==> src/rtl/pmem_arbiter.sv <==
// Two-way arbiter sharing one physical-memory line port between the I-cache and D-cache.
// Optional round-robin tie-break is enabled by defining ARB_RR_EN (default: D-cache fixed priority).
module pmem_arbiter #(
  parameter int ADDR_W = 32,
  parameter int LINE_W = 256
) (
  input  logic              clk,
  input  logic              rst,
  input  logic              i_read,
  input  logic              i_write,
  input  logic [ADDR_W-1:0] i_address,
  input  logic [LINE_W-1:0] i_wdata,
  output logic [LINE_W-1:0] i_rdata,
  output logic              i_resp,
  input  logic              d_read,
  input  logic              d_write,
  input  logic [ADDR_W-1:0] d_address,
  input  logic [LINE_W-1:0] d_wdata,
  output logic [LINE_W-1:0] d_rdata,
  output logic              d_resp,
  output logic              pmem_read,
  output logic              pmem_write,
  output logic [ADDR_W-1:0] pmem_address,
  output logic [LINE_W-1:0] pmem_wdata,
  input  logic [LINE_W-1:0] pmem_rdata,
  input  logic              pmem_resp
);

  typedef enum logic [1:0] {IDLE, GRANT_I, GRANT_D, RELEASE} state_e;

  typedef struct packed {
    logic              rd;
    logic              wr;
    logic [ADDR_W-1:0] addr;
    logic [LINE_W-1:0] wdata;
  } cmd_t;

  state_e state_q, state_d;
  cmd_t   cmd_q, cmd_d;
  cmd_t   i_cmd, d_cmd, win_cmd;
  logic   req_i, req_d, pick_d;

  // Read+write together from one requester is issued as a write.
  assign i_cmd = '{rd: i_read & ~i_write, wr: i_write, addr: i_address, wdata: i_wdata};
  assign d_cmd = '{rd: d_read & ~d_write, wr: d_write, addr: d_address, wdata: d_wdata};
  assign req_i = i_read | i_write;
  assign req_d = d_read | d_write;

`ifdef ARB_RR_EN
  // last_d_q: 1 = D-cache held the most recent grant; resets to I so D wins the first tie.
  logic last_d_q, last_d_d;
  assign pick_d = req_d & (~req_i | ~last_d_q);

  always_comb begin
    last_d_d = last_d_q;
    if (state_q == IDLE && (req_i || req_d)) last_d_d = pick_d;
  end

  always_ff @(posedge clk) begin
    if (rst) last_d_q <= 1'b0;
    else     last_d_q <= last_d_d;
  end
`else
  assign pick_d = req_d;
`endif

  assign win_cmd = pick_d ? d_cmd : i_cmd;

  always_comb begin
    state_d = state_q;
    cmd_d   = cmd_q;
    i_resp  = 1'b0;
    d_resp  = 1'b0;
    case (state_q)
      IDLE: begin
        if (req_i || req_d) begin
          cmd_d   = win_cmd;
          state_d = pick_d ? GRANT_D : GRANT_I;
        end
      end
      GRANT_I, GRANT_D: begin
        if (pmem_resp) begin
          i_resp   = (state_q == GRANT_I) & ~rst;
          d_resp   = (state_q == GRANT_D) & ~rst;
          cmd_d.rd = 1'b0;
          cmd_d.wr = 1'b0;
          state_d  = RELEASE;
        end
      end
      RELEASE: state_d = IDLE;
      default: state_d = IDLE;
    endcase
  end

  always_ff @(posedge clk) begin
    if (rst) begin
      state_q <= IDLE;
      cmd_q   <= '0;
    end else begin
      state_q <= state_d;
      cmd_q   <= cmd_d;
    end
  end

  assign pmem_read    = cmd_q.rd;
  assign pmem_write   = cmd_q.wr;
  assign pmem_address = cmd_q.addr;
  assign pmem_wdata   = cmd_q.wdata;
  assign i_rdata      = pmem_rdata;
  assign d_rdata      = pmem_rdata;

endmodule

==> config.mk <==
export PLATFORM = sky130hd
export DESIGN_NAME = pmem_arbiter
export DESIGN_NICKNAME = d
export VERILOG_FILES = /design/src/rtl/pmem_arbiter.sv
export SDC_FILE = /design/constraint.sdc
export NUM_CORES = 1
export LEC_CHECK = 0
export ABC_AREA = 1
export ABC_CLOCK_PERIOD_IN_PS = 1700
export BUFFER_PORTS_ARGS = -buffer_cell sky130_fd_sc_hd__buf_2
export CAP_MARGIN = 10
export CORE_AREA = 10 10 624 626
export DETAILED_ROUTE_END_ITERATION = 10
export DIE_AREA = 0 0 634 636
export GPL_TIMING_DRIVEN = 1
export PLACE_DENSITY_LB_ADDON = 0.05
export RECOVER_POWER = 50
export SETUP_SLACK_MARGIN = 0.15
export SYNTH_ARGS = -nofsm -noshare
export SYNTH_HDL_FRONTEND = slang
export SYNTH_SLANG_ARGS = --single-unit
==> constraint.sdc <==
create_clock -name clk -period 1.7 [get_ports clk]
set_input_delay 0 -clock clk [delete_from_list [all_inputs] [get_ports clk]]
set_output_delay 0 -clock clk [all_outputs]
set_load 0.01 [all_outputs]
==> results.py <==
metrics = {
    "clock_tree": {
        "htreeDepth": 2,
        "clock_sinks": 292,
        "cts_root_buf": "clkbuf_16",
        "clk_latency_ps": 710,
        "cts.reportedPaths.clkPinSlew_ps": 50,
        "cts_tree": "yes",
        "numCtsBuffers": 57,
        "cts_max_path_buffers": 3,
    },
    "setup_path": {
        "path_cells": "buf_2 -> dlygate4sd3_1 -> nor2_2 -> nand2_8 -> buf_12 -> a21oi_2 -> nor2_1",
        "crit_path_start_kind": "input port",
        "worstRegToRegCells": 9,
        "r2r_setup_slack_ps": 10,
        "endpoint_kind": "flop",
        "slowest_delay_ps": 570,
        "crit-reg2reg-launch": "state_q[0]",
        "critPathMaxFanout": 110,
        "required_ps": 2290,
        "r2r-end": "pmem_wdata[95]",
        "arrival_ps": 2410,
        "slowest_stage": "dlygate4sd3_1",
        "critical_path.startpoint": "d_write",
        "critPathKind": "in2reg",
    },
    "placement": {
        "gp_congestion": 0.687,
        "dp_hpwl_microns": 155000,
        "io_buffers": 874,
    },
    "floorplanning": {
        "die_h_microns": 636,
        "die-area_sq_mm": 0.403,
        "ios": 1643,
        "coreArea_sq_mm": 0.377,
        "row_count": 226,
        "start_util": 0.0478,
        "dieWidth_microns": 634,
    },
    "logic_synthesis": {
        "netlist_instances": 2770,
        "syn-num-nets": 3613,
        "ys_types": 20,
        "ys_warn_count": 0,
        "ys_seq_area_frac": 0.324,
        "synth.ff_latch_count": 292,
        "mappedNetlistArea_sq_mm": 0.0180,
        "avgSynthCellArea_sq_um": 6.51,
    },
    "flow_run": {
        "maxCapViolations": 0,
    },
    "pwr": {
        "p_leak_nw": 16.1,
        "p_per_area_mw_per_mm2": 1540,
        "vdd_drop_max_mv": 0.838,
    },
    "drt": {
        "wl_microns": 197000,
        "drc": 0,
        "routedWlPerCell_microns": 22.1,
        "ant_nets": 0,
        "drt_iter0_drc": 686,
        "drt-vias-per-instance": 2.47,
        "vias": 22065,
        "drtPass1Iterations": 4,
    },
    "cells_and_area": {
        "nNetsFinal": 4695,
        "syn2layout_area_growth_pct": 112,
        "fin_util": 0.101,
        "drive_gt1_frac": 0.407,
    },
    "timing": {
        "relSlewSlack": -0.0510,
        "tightest_slew_ps": 1580,
        "finalCriticalPeriod_ps": 1820,
        "drv_slew": 31,
        "setup_ws_ps": -125,
        "setup_viol": 39,
        "tns_ps": -3070,
        "grt_setup_unrepaired": "yes",
        "fmax_ghz": 0.548,
        "skew_ps": 15.8,
        "hold_violations": 0,
        "post-route-period-util": 1.07,
    },
    "global_routing": {
        "first_global_vias": 24206,
        "grt.overflow.total": 0,
        "grt.total_usage": 0.0908,
        "grt_max_degree": 111,
        "grt_pass1_wl_microns": 248000,
        "antenna_found_initial": 18,
    },
    "hold_path": {
        "holdCritPathClass": "in2out",
        "min_from": "pmem_rdata[220]",
        "whs_endpoint": "i_rdata[220]",
        "whs_path_depth": 0,
    },
    "status": {
        "violations": "max-slew violations, negative setup slack",
        "status": "finished, violations left",
    },
}
[cells by family after synthesis]
family | share of synthesized area
compound gates | 0.161
fa+ha+maj | 0.00278
buf+inv | 0.263
flops | 0.324
simple gates | 0.248
[final cells by class]
cell class | count | area [sq um]
antenna | 10 | 25.0
clock buffer | 79 | 1580
clock inverter | 26 | 332
fill | 44236 | 339000
inverter | 11 | 48.8
multi-input combinational | 1767 | 9510
sequential | 292 | 5860
tap | 5016 | 6280
timing repair buffer | 1723 | 14600
[cells in the final DEF (no fill, tap or decap), types with 2 or more instances in the layout]
| master | n |
|---|---|
| clkbuf_8 | 7 |
| nand2_8 | 3 |
| diode_2 | 10 |
| buf_8 | 14 |
| clkinv_2 | 11 |
| buf_2 | 860 |
| buf_6 | 26 |
| nor2_4 | 6 |
| nand2_1 | 873 |
| clkbuf_16 | 86 |
| a21oi_1 | 117 |
| dfxtp_2 | 9 |
| buf_16 | 37 |
| inv_16 | 2 |
| o21ai_2 | 78 |
| o21ai_4 | 75 |
| clkinv_4 | 3 |
| bufinv_16 | 6 |
| inv_1 | 6 |
| a21oi_2 | 152 |
| clkbuf_1 | 23 |
| ha_1 | 3 |
| clkinvlp_4 | 4 |
| buf_12 | 77 |
| dlygate4sd3_1 | 581 |
| buf_4 | 90 |
| o21ai_1 | 86 |
| nor2_1 | 286 |
| dfxtp_1 | 283 |
| a21oi_4 | 22 |
| nand3_1 | 2 |
| nand3_2 | 2 |
| o21ai_0 | 51 |
| inv_2 | 4 |
| nor2_2 | 7 |
[worst max path at each step]
stage	to	slack (ps)	cells past startpoint
after global routing	i_resp	-210	5
after CTS	i_resp	-270	5
after global placement	pmem_address[21]	-300	8
after detailed placement	pmem_address[21]	-330	8
final	pmem_wdata[89]	-120	7
after floorplan	pmem_address[0]	220	7
[routing by layer]
metal | track usage | part of all wire | routed length (microns)
met2 | 0.149 | 0.46 | 90900
met3 | 0.0460 | 0.11 | 21000
met1 | 0.102 | 0.40 | 78400
met5 | 0.00827 | 0.0024 | 471
met4 | 0.0278 | 0.032 | 6400
[through the flow]
stage	hold WS (ps)	area, sq um	cells	power (mW)	setup slack [ps]
floorplan	69.1	18000	2770	20.5	225
global placement	0.100	26200	8143	34.0	-305
detailed placement	0.100	26200	8143	33.8	-335
CTS	0.100	36200	8869	55.5	-268
global route	0.0222	38200	8914	63.6	-214
finish	0.00237	38300	8924	58.8	-125
[power breakdown]
group	total (mW)	internal [mW]	switching [mW]
clock network	12.5	7.38	5.12
registers	11.7	9.54	2.11
logic	34.6	16.0	18.6
[Yosys cell counts]
cell type    n  area share
a21oi_1    291       0.081
and2_1       1     0.00035
buf_1        1     0.00021
buf_2       98       0.027
buf_4      519        0.22
clkbuf_1    82       0.017
dfxtp_1    292        0.32
ha_1         4      0.0028
inv_1        9      0.0019
inv_2        2     0.00042
nand2_1    873        0.18
nand2_2      1     0.00035
nand2_4      2      0.0012
nand3_1      5      0.0014
nor2_1     296       0.062
nor2_2       2     0.00069
nor2_4       1     0.00062
o21ai_0    141       0.039
o21ai_1    149       0.041
or2_2        1     0.00035
[timing repair]
item                                    4_1_cts  5_1_grt
resized for setup                           394      280
endpoints found under the hold margin       291        0
endpoints found under the setup margin      229      223
buffers inserted                             16       10
cloned                                       24       36
hold buffers                                581        0
pin swaps                                   129      291
[worst max-delay path: cells and delay by family]
family,cells,cell delay [ps]
simple gates,3,440
buf+inv,3,950
compound gates,1,420
[sequential cells by signal, summed over array words and instances (netlist names)]
register      count
pmem_wdata      256
state_q           2
pmem_address     32
pmem_write        1
pmem_read         1
Note: power is estimated with default switching activity, not from simulation.
